File: src/rtl/sram_controller_if.sv
// rtl/sram_controller_if.sv - memory-stage request interface between pipeline and SRAM controller
interface sram_controller_if;
    logic        wr_en;
    logic        rd_en;
    logic [31:0] address;
    logic [31:0] write_data;
    logic [31:0] read_data;
    logic        ready;

    // Pipeline side issues requests and consumes the result.
    modport master (
        output wr_en, rd_en, address, write_data,
        input  read_data, ready
    );

    // Controller side answers requests.
    modport slave (
        input  wr_en, rd_en, address, write_data,
        output read_data, ready
    );
endinterface

File: src/rtl/sram_controller.sv
// rtl/sram_controller.sv - 32-bit pipeline load/store onto a 16-bit asynchronous SRAM
module sram_controller #(
    parameter int unsigned WAIT_CYCLES = 2,
    parameter logic [31:0] MEM_BASE    = 32'd1024
) (
    input  logic                clk,
    input  logic                rst,
    sram_controller_if.slave    bus,
    output logic [17:0]         sram_addr,
    output logic [15:0]         sram_dq_out,
    input  logic [15:0]         sram_dq_in,
    output logic                sram_dq_oe,
    output logic                sram_we_n,
    output logic                sram_oe_n,
    output logic                sram_ce_n,
    output logic                sram_ub_n,
    output logic                sram_lb_n
);

    localparam logic [1:0] IDLE = 2'd0;
    localparam logic [1:0] LO   = 2'd1;
    localparam logic [1:0] HI   = 2'd2;
    localparam logic [1:0] DONE = 2'd3;

    localparam logic [3:0] CNT_LAST = 4'(WAIT_CYCLES - 1);

    logic [1:0]  state_q, state_d;
    logic [3:0]  cnt_q, cnt_d;
    logic [16:0] word_q, word_d;
    logic [31:0] data_q, data_d;
    logic        wr_q, wr_d;
    logic [31:0] rdata_q, rdata_d;

    logic        req;
    logic        cnt_done;
    logic [16:0] word_in;

    assign req      = bus.wr_en | bus.rd_en;
    assign cnt_done = (cnt_q == CNT_LAST);

    // Word index of (address - MEM_BASE): only bits [18:2] matter, so subtract
    // the sliced fields and fold in the borrow out of the ignored byte bits.
    assign word_in = bus.address[18:2] - MEM_BASE[18:2]
                   - 17'(bus.address[1:0] < MEM_BASE[1:0]);

    assign sram_ce_n = 1'b0;
    assign sram_ub_n = 1'b0;
    assign sram_lb_n = 1'b0;

    assign bus.read_data = rdata_q;
    assign bus.ready     = ((state_q == IDLE) && !req) || (state_q == DONE);

    // Next-state: latch on request, time each half with the counter, capture read halves.
    always_comb begin
        state_d = state_q;
        cnt_d   = cnt_q;
        word_d  = word_q;
        data_d  = data_q;
        wr_d    = wr_q;
        rdata_d = rdata_q;
        case (state_q)
            IDLE: begin
                if (req) begin
                    word_d  = word_in;
                    data_d  = bus.write_data;
                    wr_d    = bus.wr_en;
                    cnt_d   = 4'd0;
                    state_d = LO;
                end
            end
            LO: begin
                if (cnt_done) begin
                    cnt_d   = 4'd0;
                    state_d = HI;
                    if (!wr_q) begin
                        rdata_d[15:0] = sram_dq_in;
                    end
                end else begin
                    cnt_d = cnt_q + 4'd1;
                end
            end
            HI: begin
                if (cnt_done) begin
                    cnt_d   = 4'd0;
                    state_d = DONE;
                    if (!wr_q) begin
                        rdata_d[31:16] = sram_dq_in;
                    end
                end else begin
                    cnt_d = cnt_q + 4'd1;
                end
            end
            default: begin
                cnt_d   = 4'd0;
                state_d = IDLE;
            end
        endcase
    end

    // State and latched request registers; reset abandons any access in flight.
    always_ff @(posedge clk or negedge rst) begin
        if (!rst) begin
            state_q <= IDLE;
            cnt_q   <= 4'd0;
            word_q  <= 17'd0;
            data_q  <= 32'd0;
            wr_q    <= 1'b0;
            rdata_q <= 32'd0;
        end else begin
            state_q <= state_d;
            cnt_q   <= cnt_d;
            word_q  <= word_d;
            data_q  <= data_d;
            wr_q    <= wr_d;
            rdata_q <= rdata_d;
        end
    end

    // SRAM pin drive derived from the registered state only, so pins are quiet in IDLE/DONE.
    always_comb begin
        sram_addr   = 18'd0;
        sram_dq_out = 16'd0;
        sram_dq_oe  = 1'b0;
        sram_we_n   = 1'b1;
        sram_oe_n   = 1'b1;
        if (state_q == LO || state_q == HI) begin
            sram_addr = {word_q, (state_q == HI)};
            if (wr_q) begin
                sram_dq_out = (state_q == HI) ? data_q[31:16] : data_q[15:0];
                sram_dq_oe  = 1'b1;
                sram_we_n   = 1'b0;
            end else begin
                sram_oe_n = 1'b0;
            end
        end
    end

endmodule

File: src/flat_wrapper.sv
// flat-port wrapper written by rule: the top's interface ports become plain ports
module sram_controller_flat 
#(
    parameter int unsigned WAIT_CYCLES = 2,
    parameter logic [31:0] MEM_BASE    = 32'd1024
)
  (clk, rst, sram_addr, sram_dq_out, sram_dq_in, sram_dq_oe, sram_we_n, sram_oe_n, sram_ce_n, sram_ub_n, sram_lb_n, bus_wr_en, bus_rd_en, bus_address, bus_write_data, bus_read_data, bus_ready);
  sram_controller_if bus_i ();
  input  logic clk;
  input  logic rst;
  output logic [17:0] sram_addr;
  output logic [15:0] sram_dq_out;
  input  logic [15:0] sram_dq_in;
  output logic sram_dq_oe;
  output logic sram_we_n;
  output logic sram_oe_n;
  output logic sram_ce_n;
  output logic sram_ub_n;
  output logic sram_lb_n;
  input wire logic [$bits(bus_i.wr_en)-1:0] bus_wr_en;
  input wire logic [$bits(bus_i.rd_en)-1:0] bus_rd_en;
  input wire logic [$bits(bus_i.address)-1:0] bus_address;
  input wire logic [$bits(bus_i.write_data)-1:0] bus_write_data;
  output wire logic [$bits(bus_i.read_data)-1:0] bus_read_data;
  output wire logic [$bits(bus_i.ready)-1:0] bus_ready;
  assign bus_i.wr_en = bus_wr_en;
  assign bus_i.rd_en = bus_rd_en;
  assign bus_i.address = bus_address;
  assign bus_i.write_data = bus_write_data;
  assign bus_read_data = bus_i.read_data;
  assign bus_ready = bus_i.ready;
  sram_controller #(.WAIT_CYCLES(WAIT_CYCLES), .MEM_BASE(MEM_BASE)) u_core (.clk(clk), .rst(rst), .bus(bus_i), .sram_addr(sram_addr), .sram_dq_out(sram_dq_out), .sram_dq_in(sram_dq_in), .sram_dq_oe(sram_dq_oe), .sram_we_n(sram_we_n), .sram_oe_n(sram_oe_n), .sram_ce_n(sram_ce_n), .sram_ub_n(sram_ub_n), .sram_lb_n(sram_lb_n));
endmodule
File: config.mk
export PLATFORM = sky130hd
export DESIGN_NAME = sram_controller_flat
export DESIGN_NICKNAME = d
export VERILOG_FILES = /design/src/rtl/sram_controller_if.sv /design/src/rtl/sram_controller.sv /design/src/flat_wrapper.sv
export SDC_FILE = /design/constraint.sdc
export NUM_CORES = 1
export LEC_CHECK = 0
export ABC_AREA = 1
export BUFFER_PORTS_ARGS = -buffer_cell sky130_fd_sc_hd__buf_2
export CORE_MARGIN = 4
export CORE_UTILIZATION = 51
export CTS_CLUSTER_DIAMETER = 150
export CTS_CLUSTER_SIZE = 12
export DETAILED_ROUTE_END_ITERATION = 7
export GPL_ROUTABILITY_DRIVEN = 0
export GPL_TIMING_DRIVEN = 0
export HOLD_SLACK_MARGIN = 0.03
export PLACE_DENSITY = 0.81
export REMOVE_ABC_BUFFERS = 1
export SKIP_CTS_REPAIR_TIMING = 1
export SLEW_MARGIN = 5
export SYNTH_ARGS = -nofsm -noshare
export SYNTH_HDL_FRONTEND = slang
export SYNTH_SLANG_ARGS = --single-unit
File: constraint.sdc
create_clock -name clk -period 1.9 [get_ports clk]
set_input_delay 0.095 -clock clk [delete_from_list [all_inputs] [get_ports clk]]
set_output_delay 0.095 -clock clk [all_outputs]
set_load 0.02 [all_outputs]
* Word level (Yosys, flattened, before mapping)
Index checks and enable logic that the tools add are counted.
** Cells by class
- Add/subtract/negate cells :: 3
- Eq/ne operators :: 7
- Bitwise logic cells :: 2
- Reduce and logical (&&, ||, !) cells :: 10
- $lt $le $gt $ge :: 1
- Multiplexer cells :: 16
** Operator list (count)
- 16-bit 2-to-1 mux :: 3
- 18-bit 2-to-1 mux :: 1
- 17-bit by 1-bit subtractor with 17-bit output :: 1
- 17-bit by 9-bit subtractor with 17-bit output (second input constant) :: 1
- 3-bit AND reduction :: 3
- 4-bit 2-to-1 mux :: 2
- 4-bit one-hot mux with 2 select lines :: 1
- 2-bit 2-to-1 mux :: 3
- 2-bit by 1-bit != test with 1-bit output (second input constant) :: 3
- 2-bit one-hot mux with 3 select lines :: 1
- 1-bit 2-to-1 mux :: 5
- 4-bit by 1-bit adder with 4-bit output (second input constant) :: 1
- 2-bit == test (second input constant) :: 2
- 4-bit by 1-bit == test with 1-bit output (second input constant) :: 1
- 2-bit by 1-bit == test with 1-bit output (second input constant) :: 1
- 2-bit logical NOT :: 1
- 1-bit logical OR :: 2
- 2-bit by 1-bit less-than comparator with 1-bit output (second input constant) :: 1
- 2-bit AND reduction :: 1
- 2-bit OR reduction :: 1
- 1-bit logical AND :: 1
- 1-bit logical NOT :: 1
- 1-bit inverter :: 1
- 1-bit bitwise OR :: 1
** Word-level totals
- Register bits after elaboration :: 88

* Logic depth before layout (Yosys ltp)
- Depth in word-level cells :: 4
- Mapped depth :: 12
- Gate-level depth less buffers :: 12

* Worst setup path before layout
OpenSTA, ideal clock, no wires.
- Path kind :: flip-flop to output port
- Start point :: register u_core.state_q[0]
- End point :: output sram_dq_out[10]
- Setup slack :: 0.082 ns
- Path buffers :: 2
- Data arrival time :: 1.723 ns
- Cell stages (with the launch flop) :: 7
- Path through :: dfrtp_1 inv_1 ha_1 buf_2 buf_2 nor2_1 nor3_1
** Between the ends
- Cells in the longest elaborated chain, start to end :: 4
- Elaborated cells on any way between the ends :: 6
- Classes of those cells :: eq/ne (2); mux (3); reduce/logical (1)
** Ends and longest elaborated chain
- start, declared :: RTL line sram_controller.sv:27 : logic [1:0] state_q, state_d;
- start signal, assigned :: RTL line sram_controller.sv:110 : state_q <= state_d;
- 2-bit == test :: RTL line sram_controller.sv:126, sram_controller.sv:129
- 16-bit 2-to-1 mux :: RTL line sram_controller.sv:129 : sram_dq_out = (state_q == HI) ? data_q[31:16] : data_q[15:0];
- 16-bit 2-to-1 mux :: RTL line sram_controller.sv:128 : if (wr_q) begin
- 16-bit 2-to-1 mux * :: RTL line sram_controller.sv:126 : if (state_q == LO || state_q == HI) begin
- end, declared :: RTL line flat_wrapper.sv:12 : output logic [15:0] sram_dq_out;
Every way passes the cells marked *; elsewhere a longest branch is shown, timed or not.

* Final worst setup path
- Start point :: register u_core.state_q[1]
- End point :: output sram_dq_out[6]
The elaborated chain is that of the path after synthesis.

==> qor.csv <==
stage;metric;value;unit
pwr;Max VDD drop;0.000980;V
critical_path;reg2reg setup slack;290;ps
global_route;antenna violations before repair;0;
floorplan;Core Box Area;8720;µm²
global_route;GRT overflow;0;
critical_path;R2R cell count;6;
clock_network;clock buffer depth;2;
critical_path;RR Startpoint;u_core.state_q[1]$_DFFE_PN0P_;
yosys;FF+latch count, synth;88;
timing;fmax;524;MHz
floorplan;Ports;157;
detailed_routing;DRT iter0 DRCs;252;
detailed_routing;Total Wirelength;12.7;mm
critical_path;WS Path Type;flop to output pin;
floorplan;die area;10500;µm²
layout;final core occ;71.3;%
yosys;cells after synthesis;595;
pwr;Leakage Power;3.50;nW
timing;Period Utilization, post-route;100;%
timing;Final setup viols;3;
yosys;most common cell in the netlist;nand2_1;
yosys;yosys warns;0;
worst_hold_path;Worst Hold Depth;3;
detailed_routing;drt wl/cell;14.3;µm
yosys;Synth area leader;dfrtp_1;
timing;final slew viol count;0;
detailed_routing;antenna viol nets, final;0;
critical_path;Worst Setup Start Kind;flop;
status;run status;complete, but fails checks;
layout;Fill cells;656;
floorplan;Die Y;103;µm
detailed_routing;router iterations before antenna repair;4;
timing;setup ws final;-8.81;ps
floorplan;Rows;34;
critical_path;endpoint type of the worst setup path;output pin;
yosys;Distinct cells, synth;36;
clock_network;CTS tree;yes;
timing;RSZ-0062 raised after global routing;yes;
run;# Max-Cap Violations;0;
placed_design;post-detail-place hpwl;7.51;mm
timing;post-route minimum period;1910;ps
layout;area delta synth->final;36.4;%
worst_hold_path;Worst Hold End;u_core.bus.read_data[27]$_DFFE_PN0P_;
floorplan;die extent in x;103;µm
yosys;ys flop type;dfrtp_1;
clock_network;total clock sinks;88;
global_route;pin count of the biggest net entering global routing;63;
worst_hold_path;min-delay src;sram_dq_in[11];
detailed_routing;total number of vias;4468;
worst_hold_path;hold crit path type;input pin to flop;
yosys;top cells by count, synth;223 x nand2_1, 88 x dfrtp_1, 66 x inv_1, 44 x nor2_1, 29 x o21ai_1;
yosys;Post-synth EDFFs;0;
yosys;post-synthesis sequential area ratio;48.3;%
timing;Hold Slack;13.7;ps
timing;Clock Skew;14.1;ps
layout;share of layout cells above drive strength 1;27.6;%
clock_network;CTS buffer count;9;
pwr;Pwr per Cell Area;1640;nW/µm²
clock_network;Worst-Skew Late Latency;360;ps
detailed_routing;# DRC;0;
clock_network;H-tree levels;3;
global_route;first-pass GRT wire length;17.4;mm
clock_network;CTS Root Cell;clkbuf_8;
global_route;All-Layer GR Usage;20.6;%
critical_path;worst r2r dst;u_core.word_q[8]$_DFFE_PN0P_;
critical_path;worst-path fanout max;9;
yosys;synthesized area;4560;µm²
yosys;ys async rst share;100;%
critical_path;Req. time, crit path;1800;ps
global_route;vias in the first global route;3808;
critical_path;Worst EP arrival;1810;ps
yosys;Post-Syn Area per Cell;7.66;µm²
yosys;top cells by area, synth;dfrtp_1 48%, nand2_1 18%, inv_1 5.4%;
timing;Final Hold Vio Count;0;
yosys;Yosys top cell area share;48.3;%
layout;Final #Nets;877;
clock_network;clock-pin slew on the worst setup and hold paths;100;ps
placed_design;Port Buffers;138;
floorplan;initial cell density of the core;52.3;%
layout;diode count;0;
detailed_routing;post-DR vias/cell;5.01;
status;failing checks;setup timing;
==> logic make-up (layout without fill, tap and decap cells) <==
group / Yosys count / count (layout) / synth area share (%)
adders and majority gates: 14 / 14 / 3.84
xor gates and xnor gates: 3 / 3 / 0.577
and+or+nand+nor: 333 / 334 / 30.8
buffers and inverters: 99 / 285 / 9.55
other: 1 / 3 / 0.0823
DFF: 88 / 88 / 48.3
AOI/OAI and AO/OA: 57 / 57 / 6.86
==> final cells by class <==
class | instances | area [µm²] | share of cell area [%]
Inverter | 75 | 297 | 4.77
Multi-Input combinational cell | 411 | 2090 | 33.6
Clock inverter | 7 | 67.6 | 1.09
Sequential cell | 88 | 2200 | 35.4
Timing Repair Buffer | 194 | 1300 | 20.9
Clock buffer | 9 | 124 | 1.99
Tap cell | 108 | 135 | 2.17
==> metal layers <==
| metal | track usage, % | up-vias | wire length [µm] |
|---|---|---|---|
| li1 | - | 2188 | - |
| met1 | 27.6 | 2116 | 5340 |
| met5 | 0 | - | 0 |
| met2 | 34.2 | 143 | 6450 |
| met4 | 6.05 | 0 | 198 |
| met3 | 4.06 | 21 | 730 |
==> power breakdown <==
group / switching (mW) / internal, mW
Clock: 0.775 / 0.515
Combinational: 3.63 / 1.93
Sequential: 0.546 / 2.78
==> metrics by stage <==
step                TNS, ps  std cells  worst slack, ps  total power [mW]  cell area, µm²
finish                -16.3        892            -8.81              10.2            6220
global placement     -18380        819             -648              7.83            5250
detailed placement   -20180        820             -664              8.02            5280
CTS                  -30300        836            -1060              9.31            5470
floorplan             -4780        573             -274              6.41            4420
global route           -526        892            -77.9              10.9            6220
==> how the worst max path moves through the flow <==
stage,startpoint,endpoint,slack (ps),cells after the start
3_3_place_gp,u_core.state_q[0]$_DFFE_PN0P_,sram_dq_out[9],-650,5
2_1_floorplan,u_core.state_q[0]$_DFFE_PN0P_,sram_dq_out[0],-270,4
4_1_cts,u_core.state_q[0]$_DFFE_PN0P_,sram_dq_out[9],-1060,5
3_5_place_dp,u_core.state_q[0]$_DFFE_PN0P_,sram_dq_out[9],-660,5
6_report,u_core.state_q[1]$_DFFE_PN0P_,sram_dq_out[6],-9,5
5_1_grt,u_core.state_q[1]$_DFFE_PN0P_,sram_dq_out[6],-80,5
==> state kept, by name (all words and copies together) (netlist names) <==
| name | flops |
|---|---|
| u_core.wr_q | 1 |
| u_core.state_q | 2 |
| u_core.data_q | 32 |
| u_core.word_q | 17 |
| u_core.bus.read_data | 32 |
| u_core.cnt_q | 4 |
==> cells in the final DEF (no fill, tap or decap), types with 3 or more instances in the layout <==
master and n:
nand2_1 222, buf_2 123, dfrtp_1 88, inv_1 64, dlygate4sd3_1 49, nor2_1 44
o21ai_1 29, nand3_1 20, buf_4 19, o21ai_0 14, nor3_2 13, ha_1 12
clkbuf_8 10, inv_2 9, nand2_2 7, a21oi_1 6, nor3_1 5, a21oi_2 4
nor2_2 3, nand3_2 3, conb_1 3, inv_8 3
==> worst max-delay path, cell delays in order (launching register included) <==
cell     delay (ps)
dfrtp_1         450
inv_2            90
ha_4            360
nand2_4         160
nor3_2          240
buf_4           170
Power figures use the tool's default switching activity.
